[config.mk]
export PLATFORM = sky130hd
export DESIGN_NAME = bus_arbiter
export DESIGN_NICKNAME = d
export VERILOG_FILES = /design/src/rtl/bus_arbiter_pkg.sv /design/src/rtl/bus_arbiter_priority_select.sv /design/src/rtl/bus_arbiter.sv
export SDC_FILE = /design/constraint.sdc
export NUM_CORES = 1
export LEC_CHECK = 0
export CORE_MARGIN = 2
export CORE_UTILIZATION = 55
export DETAILED_ROUTE_END_ITERATION = 12
export PLACE_DENSITY = 0.76
export SYNTH_ARGS = -nofsm -noshare
export SYNTH_HDL_FRONTEND = slang
export SYNTH_SLANG_ARGS = --single-unit
[constraint.sdc]
create_clock -name clock -period 3.3 [get_ports clock]
set_input_delay 0.33 -clock clock [delete_from_list [all_inputs] [get_ports clock]]
set_output_delay 0.33 -clock clock [all_outputs]
set_load 0.02 [all_outputs]
[src/rtl/bus_arbiter_pkg.sv]
// Shared types and counter widths for the system bus arbiter.
package bus_arbiter_pkg;

  typedef enum logic [2:0] {
    IDLE,
    HOLD_REQ,
    GRANT,
    RELEASE,
    DROP_HOLD
  } arbiter_state_t;

  localparam int WDOG_W  = 16;  // per-grant watchdog counter
  localparam int GUARD_W = 4;   // inter-grant guard counter

endpackage

[src/rtl/bus_arbiter_priority_select.sv]
// Combinational winner search: fixed lowest-index-first, or round-robin
// starting at rr_pointer_i and wrapping from NUM_REQ-1 back to 0.
module bus_arbiter_priority_select #(
  parameter  int NUM_REQ = 4,
  localparam int IDX_W   = $clog2(NUM_REQ)
) (
  input  logic [NUM_REQ-1:0] request_i,
  input  logic [IDX_W-1:0]   rr_pointer_i,
  input  logic               fixed_priority_i,
  output logic [NUM_REQ-1:0] winner_onehot_o,
  output logic [IDX_W-1:0]   winner_idx_o,
  output logic               any_valid_o
);

  int cand;

  // NOTE: every signal written here gets a default before the loop, so no
  // path leaves a value unassigned and no latch is inferred.
  always_comb begin
    winner_onehot_o = '0;
    winner_idx_o    = '0;
    any_valid_o     = 1'b0;
    cand            = 0;
    for (int i = 0; i < NUM_REQ; i++) begin
      cand = fixed_priority_i ? i : int'(rr_pointer_i) + i;
      if (cand >= NUM_REQ) cand = cand - NUM_REQ;
      if (!any_valid_o && request_i[cand]) begin
        any_valid_o           = 1'b1;
        winner_idx_o          = IDX_W'(cand);
        winner_onehot_o[cand] = 1'b1;
      end
    end
  end

endmodule

[src/rtl/bus_arbiter.sv]
// Bus ownership sequencer: CPU hold/hold-acknowledge handshake, one-hot
// grant to a single requester, inter-grant guard time and grant watchdog.
module bus_arbiter
  import bus_arbiter_pkg::*;
#(
  parameter int                NUM_REQ          = 4,
  parameter int                GUARD_CYCLES     = 2,
  parameter logic [WDOG_W-1:0] MAX_GRANT_CYCLES = 16'd256
) (
  input  logic               clock,
  input  logic               reset,
  input  logic [NUM_REQ-1:0] request,
  input  logic               fixed_priority,
  input  logic               hold_acknowledge,
  output logic               hold_request,
  output logic [NUM_REQ-1:0] grant,
  output logic               address_enable,
  output logic               grant_timeout,
  output logic               protocol_error
);

  localparam int                 IDX_W      = $clog2(NUM_REQ);
  localparam logic [WDOG_W-1:0]  WDOG_LAST  = MAX_GRANT_CYCLES - 1'b1;
  localparam logic [GUARD_W-1:0] GUARD_LAST = GUARD_W'(GUARD_CYCLES - 1);

  arbiter_state_t     state_q, state_d;
  logic [IDX_W-1:0]   winner_q, winner_d;
  logic [IDX_W-1:0]   rr_ptr_q, rr_ptr_d;
  logic [NUM_REQ-1:0] mask_q, mask_d;
  logic [WDOG_W-1:0]  wdog_q, wdog_d;
  logic [GUARD_W-1:0] guard_q, guard_d;
  logic               ack_q;

  logic [NUM_REQ-1:0] eff_req, sel_onehot, grant_d;
  logic [IDX_W-1:0]   sel_idx;
  logic               sel_valid, enter_grant, timeout_d, perr_d;

  function automatic logic [IDX_W-1:0] ptr_after(input logic [IDX_W-1:0] idx);
    return (int'(idx) == NUM_REQ - 1) ? '0 : idx + 1'b1;
  endfunction

  assign eff_req = request & ~mask_q;

  bus_arbiter_priority_select #(.NUM_REQ(NUM_REQ)) u_select (
    .request_i        (eff_req),
    .rr_pointer_i     (rr_ptr_q),
    .fixed_priority_i (fixed_priority),
    .winner_onehot_o  (sel_onehot),
    .winner_idx_o     (sel_idx),
    .any_valid_o      (sel_valid)
  );

  always_comb begin
    state_d     = state_q;
    winner_d    = winner_q;
    rr_ptr_d    = rr_ptr_q;
    mask_d      = mask_q & request;  // a mask bit lives only while its request stays high
    wdog_d      = '0;
    guard_d     = '0;
    enter_grant = 1'b0;
    timeout_d   = 1'b0;
    perr_d      = 1'b0;
    unique case (state_q)
      IDLE: if (sel_valid) state_d = HOLD_REQ;
      HOLD_REQ: begin
        if (ack_q) begin
          if (sel_valid) enter_grant = 1'b1;
          else           state_d     = DROP_HOLD;
        end
      end
      GRANT: begin
        wdog_d = wdog_q + 1'b1;
        if (!ack_q) begin
          perr_d  = 1'b1;
          state_d = DROP_HOLD;
        end else if (!request[winner_q]) begin
          state_d = RELEASE;
        end else if (wdog_q == WDOG_LAST) begin
          timeout_d        = 1'b1;
          mask_d[winner_q] = 1'b1;
          state_d          = RELEASE;
        end
      end
      RELEASE: begin
        guard_d = guard_q + 1'b1;
        if (!ack_q) begin
          perr_d  = 1'b1;
          state_d = DROP_HOLD;
        end else if (guard_q == GUARD_LAST) begin
          if (sel_valid) enter_grant = 1'b1;
          else           state_d     = DROP_HOLD;
        end
      end
      DROP_HOLD: if (!ack_q) state_d = IDLE;
      default:   state_d = IDLE;
    endcase
    if (enter_grant) begin
      state_d  = GRANT;
      winner_d = sel_idx;
      rr_ptr_d = ptr_after(sel_idx);
    end
  end

  always_comb begin
    grant_d = '0;
    if (state_d == GRANT) grant_d[winner_d] = 1'b1;
  end

  // NOTE: state and output registers use non-blocking assignments so every
  // flop samples the pre-edge value of every other flop.
  always_ff @(posedge clock) begin
    if (reset) begin
      state_q        <= IDLE;
      winner_q       <= '0;
      rr_ptr_q       <= '0;
      mask_q         <= '0;
      wdog_q         <= '0;
      guard_q        <= '0;
      ack_q          <= 1'b0;
      hold_request   <= 1'b0;
      grant          <= '0;
      address_enable <= 1'b0;
      grant_timeout  <= 1'b0;
      protocol_error <= 1'b0;
    end else begin
      state_q        <= state_d;
      winner_q       <= winner_d;
      rr_ptr_q       <= rr_ptr_d;
      mask_q         <= mask_d;
      wdog_q         <= wdog_d;
      guard_q        <= guard_d;
      ack_q          <= hold_acknowledge;  // CPU handshake is registered once before use
      hold_request   <= (state_d == HOLD_REQ) || (state_d == GRANT) || (state_d == RELEASE);
      grant          <= grant_d;
      address_enable <= (state_d == GRANT) || (state_d == RELEASE) || (state_d == DROP_HOLD);
      grant_timeout  <= timeout_d;
      protocol_error <= perr_d;
    end
  end

endmodule
# [Yosys cells after proc, flatten, opt, wreduce, memory -nomap -nowiden]
# Cells that the tools add are included.
[word_totals] reg_bits=40 latch_bits=0 ramBits=0 romBits=0 inputBits=8 output_inout_bits=8 wordCells=132 mem_count=0
[classes] addsub=10 mul=0 div=0 order_cmp=12 n_eq_ne=11 shift=0 n_mux=58 n_bitwise=10 reduce_logical=19
[ops] op="$mux 32" n=7
[ops] op="$ge 32x4->1 const B" n=4
[ops] op="$lt 32x4->1 const B" n=4
[ops] op="$sub 32x4->32 const B" n=4
[ops] op="$mux 3" n=10
[ops] op="$mux 1" n=21
[ops] op="$add 16x1->16 const B" n=1
[ops] op="$eq 16x8->1 const B" n=1
[ops] op="$mux 4" n=4
[ops] op="$pmux 3 s5" n=1
[ops] op="$mux 2" n=7
[ops] op="$eq 3x2->1 const B" n=4
[ops] op="$bmux 1 s2" n=5
[ops] op="$reduce_or 2->1" n=5
[ops] op="$and 4x4->4" n=2
[ops] op="$add 2x2->3 const B" n=2
[ops] op="$eq 3x1->1 const B" n=2
[ops] op="$eq 3x3->1 const B" n=2
[ops] op="$lt 2x3->1 const B" n=2
[ops] op="$not 1->1" n=6
[ops] op="$logic_and 1x1->1" n=5
[ops] op="$add 4x1->4 const B" n=1
[ops] op="$demux 1 s2" n=2
[ops] op="$eq 4x1->1 const B" n=1
[ops] op="other kinds (11)" n=17

# [Longest topological paths before layout]
# Gate-level depths: netlist (run 1).
[depth] ltp_word=25 depth_mapped=10 mapped_depth_nobuf=9

# [Hierarchy]
# Synthesis (run 1) repeated with hierarchy kept, for this count alone.
[unflattened] cells_unflattened=246 area_unflattened_um2=2165.8
[modules_own_cells] module="bus_arbiter" n_inst=1 cells_each=187 area_each_um2=1751.7 seq_area_each_um2=800.8
[modules_own_cells] module="bus_arbiter_priority_select" n_inst=1 cells_each=59 area_each_um2=414.1 seq_area_each_um2=0.0

# [Worst setup path after synthesis (run 1)]
# OpenSTA, ideal clock, no wires.
[synth_timing] path_kind="reg-to-reg" from="register rr_ptr_q[0]" to="register rr_ptr_q[0]" setup_time_ns=0.074 t_arrival_ns=2.277 required_ns=3.226 path_slack_ns=0.948 stages_incl_launch_ff=11 n_path_buf=1 synth_period_minus_slack_ns=2.352 cell_sequence="dfxtp_1 -> nand2b_1 -> buf_6 -> a2111o_1 -> a31oi_2 -> o22ai_2 -> nand3_1 -> o21ai_0 -> ha_1 -> or4_1 -> a31oi_1"
[synth_between] elab_chain_cells=20 word_cells_on_any_way=53 classes_between="add/sub (8); order compare (4); eq/ne (1); mux (34); reduce/logical (6)"
[synth_lines] item="start: declaration" line="bus_arbiter.sv:28" text="logic [IDX_W-1:0] rr_ptr_q, rr_ptr_d;"
[synth_lines] item="start signal: assignment" line="bus_arbiter.sv:128" text="rr_ptr_q <= rr_ptr_d;"
[synth_lines] item="parallel branches: the longest is 20 deep, another holds $sub 32x4->32"
# Several ways; the timed one is not identified. The select of a mux whose other input is x is not followed.
# A chain may end at the register's enable or synchronous reset.

# [Worst setup path in the final report (run 1)]
[layout_timing] from="input port fixed_priority" to="register rr_ptr_q[0]"
[layout_between] elab_chain_cells=20 word_cells_on_any_way=50 classes_between="add/sub (5); order compare (4); eq/ne (1); mux (34); reduce/logical (6)"
[layout_lines] item="start: declaration" line="bus_arbiter.sv:13" text="input logic fixed_priority,"
[layout_lines] item="$mux 2" line="bus_arbiter_priority_select.sv:25" text="cand = fixed_priority_i ? i : int'(rr_pointer_i) + i;"
[layout_lines] item="$sub 32x4->32 or $ge 32x4->1 (tied branches)" line="bus_arbiter_priority_select.sv:26" text="if (cand >= NUM_REQ) cand = cand - NUM_REQ;"
[layout_lines] item="$mux 32" line="bus_arbiter_priority_select.sv:26"
[layout_lines] item="$bmux 1 s2" line="bus_arbiter_priority_select.sv:27" text="if (!any_valid_o && request_i[cand]) begin"
[layout_lines] item="$mux 1 (not written as such) (2 in series)" line="bus_arbiter_priority_select.sv:27"
[layout_lines] item="$mux 1" line="bus_arbiter_priority_select.sv:27"
[layout_lines] item="$logic_not 1->1" line="bus_arbiter_priority_select.sv:27"
[layout_lines] item="$logic_and 1x1->1" line="bus_arbiter_priority_select.sv:27"
[layout_lines] item="[3 not listed]"
[layout_lines] item="$mux 1" line="bus_arbiter_priority_select.sv:27"
[layout_lines] item="$logic_not 1->1" line="bus_arbiter_priority_select.sv:27"
[layout_lines] item="$logic_and 1x1->1" line="bus_arbiter_priority_select.sv:27"
[layout_lines] item="$mux 1" line="bus_arbiter_priority_select.sv:27"
[layout_lines] item="$mux 1" line="bus_arbiter.sv:67, bus_arbiter.sv:90"
[layout_lines] item="$mux 1" line="bus_arbiter.sv:89" text="end else if (guard_q == GUARD_LAST) begin"
[layout_lines] item="$mux 1" line="bus_arbiter.sv:86" text="if (!ack_q) begin"
[layout_lines] item="$pmux 1 s2" line="bus_arbiter.sv:63" text="unique case (state_q)"
# Several ways; a longest one is shown, not always the timed one. The select of a mux whose other input is x is not followed.

==> results of run 1 <==
==> registers in the layout, indices dropped and copies added, names as in the netlist <==
name / cells
mask_q: 4
rr_ptr_q: 2
grant_timeout: 1
guard_q: 4
grant: 4
address_enable: 1
ack_q: 1
state_q: 3
wdog_q: 16
winner_q: 2
hold_request: 1
protocol_error: 1
==> logic make-up (layout without fill, tap and decap cells) <==
family                   Yosys count  count (layout)  synth area share, %
buffers and inverters             13              31                2.843
flip-flops                        40              40                40.43
AO/OA/AOI/OAI                     37              37                15.35
XOR/XNOR                          19              19                8.402
multiplexers                       3               3                2.843
adder cells (fa/ha/maj)            4               4                2.527
AND/OR/NAND/NOR                  103             103                27.61
==> per-stage QoR <==
| step | cells | hold WS, ps | setup WS [ps] | total power [mW] | util (%) |
|---|---|---|---|---|---|
| final | 283 | 473.4 | 553.4 | 0.9700 | 66.70 |
| after global routing | 283 | 504.0 | 316.0 | 1.021 | 66.70 |
| after CTS | 283 | 481.7 | 590.7 | 0.9791 | 66.70 |
| after detailed placement | 275 | 455.9 | 195.6 | 0.6165 | 63.90 |
| after global placement | 275 | 443.8 | 368.0 | 0.6117 | 63.90 |
| after floorplan | 219 | 401.6 | 948.4 | 0.5842 | - |
==> worst register-to-register path, cell delays in order, from the launching register on <==
cell,delay (ps)
dfxtp_1,500
nand2b_1,220
a2111o_1,490
a31oi_2,180
o22ai_2,150
nand3_1,120
o21ai_0,90
ha_1,200
or4_1,490
a31oi_1,140
==> power breakdown <==
part / internal, mW / switching [mW] / total (mW)
Combinational: 0.0464 / 0.0597 / 0.106
Sequential: 0.490 / 0.0108 / 0.501
Clock: 0.201 / 0.162 / 0.363
Total: 0.738 / 0.232 / 0.970
==> final cells by class <==
| type | count | share of cell area (%) |
|---|---|---|
| clock inverters | 1 | 1.328 |
| clock buffers | 7 | 2.878 |
| inverters | 7 | 1.162 |
| flip-flops and latches | 40 | 35.42 |
| well taps | 46 | 2.546 |
| multi-input cells | 166 | 49.70 |
| repair buffers | 16 | 6.973 |
==> worst paths after layout <==
check	startpoint	end	cells after the start
min	wdog_q[0]	wdog_q[0]	1
max reg2reg	rr_ptr_q[0]	rr_ptr_q[0]	9
max	fixed_priority	rr_ptr_q[0]	9
min reg2reg	wdog_q[0]	wdog_q[0]	1
==> cell usage in the layout, fill, tap and decap left out, types with 2 or more instances in the layout <==
cell type,count
dfxtp_1,40
nor2_1,27
nand2_1,21
clkdlybuf4s50_1,15
nand3_1,11
xor2_1,11
xnor2_1,8
inv_1,7
nor2b_1,7
nand2b_1,6
and3_1,6
o21ai_0,5
clkbuf_4,5
nand4_1,4
o22ai_1,4
and2_1,4
ha_1,4
o221ai_1,3
a21oi_1,3
or4_1,3
a21boi_0,2
o31ai_1,2
o2111a_1,2
a2111oi_2,2
a211oi_1,2
a31oi_1,2
clkbuf_8,2
==> metal layers <==
metal | global-route usage (%) | routed length, um | up-vias
li1 | - | - | 815
met1 | 25.59 | 1732 | 739
met2 | 35.03 | 1863 | 47
met3 | 6.162 | 210 | 11
met4 | 12.23 | 87 | 0
met5 | 0 | 0 | -
==> flow_metrics.env, run 1 <==
export IMPL_cts_resized=0
export IMPL_vdd_drop_max_mv=0.3115
export IMPL_tightest_slew_ps=584.1
export IMPL_cts_tree="yes"
export IMPL_num_nets_final=248
export IMPL_ys_seq_area_share_pct=40.43
export IMPL_num_vias=1612
export IMPL_path_class="in2reg"
export IMPL_synthTopCellsByArea="dfxtp_1, nor2_1, xor2_1"
export IMPL_yosys_top_cells_count="dfxtp_1, nor2_1, nand2_1"
export IMPL_power_density_nw_per_um2=429.0
export IMPL_startpoint_type="input pin"
export IMPL_vias_per_cell=5.696
export IMPL_clk_path_buf_depth=2
export IMPL_grt_pass1_vias=1621
export IMPL_clock_skew_final_ps=13.58
export IMPL_max_freq_ghz=0.3641
export IMPL_cts_sinks=40
export IMPL_synth_warnings=0
export IMPL_seq_area_um2=800.8
export IMPL_nFillCells=262
export IMPL_synth_seq_cells=40
export IMPL_ys_types=53
export IMPL_clkLatencyLatePin_ps=360
export IMPL_syn_avg_cell_area_um2=9.044
export IMPL_io_buffer_count=15
export IMPL_synthCells=219
export IMPL_multiInputGateArea_um2=1124
export IMPL_hpwlAfterDp_mm=2.923
export IMPL_io_pins=16
export IMPL_start_util_pct=58.43
export IMPL_fin_setup_tns_ps=0
export IMPL_async_flop_share_pct=0
export IMPL_drt_wirelength_per_cell_um=13.76
export IMPL_worstPathArrival_ps=3030
export IMPL_gp_congestion=0.8017
export IMPL_slowest_delay_ps=600
export IMPL_crit_family="compound AO/OA/AOI/OAI gates"
export IMPL_drcViolationCount=0
export IMPL_yosysTopAreaCellShare_pct=40.43
export IMPL_hp_class="reg2reg"
export IMPL_crit_chain="clkdlybuf4s50_1 > and2b_2 > o221ai_1 > nand3_1 > o22ai_2 > o21ai_0 > ha_1 > or4_1 > a31oi_1"
export IMPL_power_leakage_nw=0.8072
export IMPL_die_area_um2=4097
export IMPL_synth_most_common_cell="dfxtp_1"
export IMPL_grt_max_degree=17
export IMPL_dr_first_iter_drc_count=95
export IMPL_fp_coreArea_um2=3390
export IMPL_drv_slew=0
export IMPL_relSlewSlack_pct=60.55
export IMPL_rows=21
export IMPL_antenna_found_initial=0
export IMPL_ff2ff_setup_slack_ps=660
export IMPL_synth_edf_count=0
export IMPL_synth_top_flop_cell="dfxtp_1"
export IMPL_cp_num_buf_inv=1
export IMPL_postRouteAntennaNets=0
export IMPL_synth_top_cell_by_area="dfxtp_1"
export IMPL_required_ps=3580
export IMPL_synth_nets=231
export IMPL_cap_violations=0
export IMPL_fin_crit_sh_pct=83.23
export IMPL_final_hold_viol_count=0
export IMPL_overflow=0
export IMPL_fp_dieH_um=64.01
export IMPL_hold_buffers=0
export IMPL_cts_root_buf="clkbuf_4"
export IMPL_area_growth_pct=14.15
export IMPL_fin_area_um2=2261
export IMPL_status="complete, no violations"
export IMPL_cp_end_kind="register"
export IMPL_postPlaceCellArea_um2=2166
export IMPL_antenna_cells=0
export IMPL_clk_pin_slew_ps=120
export IMPL_drt_first_pass_iters=4
export IMPL_layout_drive_gt1_share_pct=9.283
export IMPL_cts_buffers=5
export IMPL_cts_setup_buffers=0
export IMPL_crit_slowest_cell="clkdlybuf4s50_1"
export IMPL_setup_violations_final=0
export IMPL_grt_pass1_wl_mm=6.858
export IMPL_synth_area_um2=1981
export IMPL_rsz0062_at_grt="false"
export IMPL_htree_levels=2
export IMPL_wl_mm=3.893
export IMPL_grt_usage_pct=21.64
export IMPL_fin_crit_ps=2747
export IMPL_crit_fanout=8
export IMPL_die_w_um=64.01
(Power assumes the default switching activity.)
==> run 2: changes to the inputs <==
--- a/config.mk
+++ b/config.mk
@@ -6,9 +6,9 @@
 export NUM_CORES = 1
 export LEC_CHECK = 0
 export CORE_MARGIN = 2
-export CORE_UTILIZATION = 55
+export CORE_UTILIZATION = 51
 export DETAILED_ROUTE_END_ITERATION = 12
-export PLACE_DENSITY = 0.76
+export PLACE_DENSITY = 0.74
 export SYNTH_ARGS = -nofsm -noshare
 export SYNTH_HDL_FRONTEND = slang
 export SYNTH_SLANG_ARGS = --single-unit
==> constraint.sdc (replaced) <==
create_clock -name clock -period 2.5 [get_ports clock]
set_input_delay 0.25 -clock clock [delete_from_list [all_inputs] [get_ports clock]]
set_output_delay 0.25 -clock clock [all_outputs]
set_load 0.02 [all_outputs]
==> run 2 against run 1 <==
Clock power is 43% higher. Sequential power is 32% higher. Highest routed layer unchanged. Sequential cell count stayed put. Cell area is 12% higher. First-iteration DRC count is 9.5% higher. Critical path depth is 1 higher. Largest power group unchanged.
==> flow_metrics.env, run 2 (synthesis gave the netlist of run 1 again) <==
export IMPL_status="complete, no violations"
export IMPL_drt_wirelength_per_cell_um=12.66
export IMPL_die_area_um2=4398
export IMPL_hpwlAfterDp_mm=2.740
export IMPL_grt_usage_pct=19.56
export IMPL_cts_root_buf="clkbuf_8"
export IMPL_hold_buffers=0
export IMPL_fp_dieH_um=66.32
export IMPL_p_clk_share_pct=37.9
export IMPL_cts_buffers=5
export IMPL_required_ps=2720
export IMPL_fin_area_um2=2532
export IMPL_dp_cells=300
export IMPL_fin_setup_tns_ps=0
export IMPL_antenna_found_initial=0
export IMPL_rr_worst_depth=9
export IMPL_cp_end_kind="register"
export IMPL_die_w_um=66.32
export IMPL_p_sw_mw=0.3266
export IMPL_p_int_mw=1.042
export IMPL_drt_first_pass_iters=4
export IMPL_cap_violations=0
export IMPL_tightest_slew_ps=569.4
export IMPL_htree_levels=2
export IMPL_dpl_worst_slack_ps=-268.0
export IMPL_startpoint_type="input pin"
export IMPL_worstPathArrival_ps=2640
export IMPL_clkLatencyLatePin_ps=300
export IMPL_power_density_nw_per_um2=540.3
export IMPL_crit_slowest_cell="or4_4"
export IMPL_gp_congestion=0.7795
export IMPL_setup_violations_final=0
export IMPL_clk_path_buf_depth=2
export IMPL_switching_share_pct=23.87
export IMPL_layout_drive_gt1_share_pct=21.97
export IMPL_power_leakage_nw=0.9751
export IMPL_hp_class="in2reg"
export IMPL_power_mw=1.368
export IMPL_area_growth_pct=27.86
export IMPL_antenna_cells=0
export IMPL_io_pins=16
export IMPL_vdd_drop_max_mv=0.5771
export IMPL_clock_skew_final_ps=10.19
export IMPL_layout_commonest_cell="dfxtp_1"
export IMPL_grt_max_degree=16
export IMPL_path_class="in2reg"
export IMPL_fin_crit_ps=2420
export IMPL_fp_coreArea_um2=3689
export IMPL_grt_pass1_vias=1569
export IMPL_crit_chain="clkdlybuf4s50_1 > nor2b_4 > a2111o_1 > a31oi_2 > o22ai_2 > nand3_1 > o21ai_1 > ha_2 > or4_4 > a31oi_1"
export IMPL_cts_sinks=40
export IMPL_top_register="wdog_q"
export IMPL_layout_cells_non_filler=312
export IMPL_crit_fanout=4
export IMPL_dr_first_iter_drc_count=104
export IMPL_ff2ff_setup_slack_ps=120
export IMPL_largest_register_ffs=16
export IMPL_pwr_share_seq_pct=48.4
export IMPL_final_cell_mix="dfxtp_1, buf_4, nor2_1"
export IMPL_fin_crit_sh_pct=96.81
export IMPL_combPwrFrac_pct=13.7
export IMPL_num_nets_final=275
export IMPL_nFillCells=309
export IMPL_drcViolationCount=0
export IMPL_overflow=0
export IMPL_max_freq_ghz=0.4132
export IMPL_whs_ps=397.5
export IMPL_io_buffer_count=15
export IMPL_num_vias=1698
export IMPL_postRouteAntennaNets=0
export IMPL_final_core_util_pct=68.66
export IMPL_start_util_pct=53.70
export IMPL_wl_mm=3.950
export IMPL_relSlewSlack_pct=61.54
export IMPL_drv_slew=0
export IMPL_vias_per_cell=5.442
export IMPL_cts_tree="yes"
export IMPL_slowest_delay_ps=490
export IMPL_postPlaceCellArea_um2=2341
export IMPL_grt_pass1_wl_mm=6.548
export IMPL_clk_pin_slew_ps=80
export IMPL_rows=22
export IMPL_holdPathStages=4
export IMPL_worst_slack_ps=79.75
export IMPL_final_hold_viol_count=0
-- run 2: changes by cell type in the layout (fill, tap and decap cells not counted), sizes merged --
| cell | delta |
|---|---|
| clkbuf | -2 |
| clkdlybuf4s50 | -2 |
| clkinv | +1 |
| clkinvlp | +1 |
| buf | +27 |
| dlymetal6s2s | +2 |
-- run 2: layout make-up --
cell class	instances	area (um^2)	area share (%)
Multi-Input combinational cell	166	1164	45.95
Sequential cell	40	805.8	31.82
Timing Repair Buffer	43	365.4	14.43
Clock buffer	5	68.82	2.717
Tap cell	48	60.06	2.372
Clock inverter	3	42.54	1.680
Inverter	7	26.28	1.038
-- run 2: power by group through the flow --
| stage | clock network (mW) | logic (mW) | registers [mW] |
|---|---|---|---|
| after floorplan | 0 | 0.0985 | 0.673 |
| after global placement | 0 | 0.168 | 0.676 |
| after detailed placement | 0 | 0.168 | 0.676 |
| after CTS | 0.539 | 0.170 | 0.660 |
| after global routing | 0.564 | 0.205 | 0.664 |
| final | 0.519 | 0.187 | 0.662 |
-- run 2: path summary, 6_finish.rpt --
| path | start | to |
|---|---|---|
| worst max-delay path | request[3] | rr_ptr_q[0] |
| worst min-delay path | request[2] | mask_q[2] |
| worst max register to register | rr_ptr_q[1] | rr_ptr_q[0] |
| worst min register to register | guard_q[0] | guard_q[0] |
-- run 2: timing repair --
item,CTS,global route
resized for setup,0,14
buffers inserted,0,4
setup endpoints to repair,0,1
-- run 2: per-layer routing --
layer  vias to the layer above  share of wire, %  global-route usage [%]
met1                       787                49                   25.61
met3                         8               3.9                   5.281
met2                        33                45                   29.50
met4                         0               2.2                   9.694
met5                         -                 0                       0
li1                        870                 -                       -
-- run 2: worst max-delay path, delay by kind of cell --
family	cells	cell delay (ps)
AO/OA/AOI/OAI	5	1050
AND/OR/NAND/NOR	3	730
buffers and inverters	1	430
adder cells (fa/ha/maj)	1	180
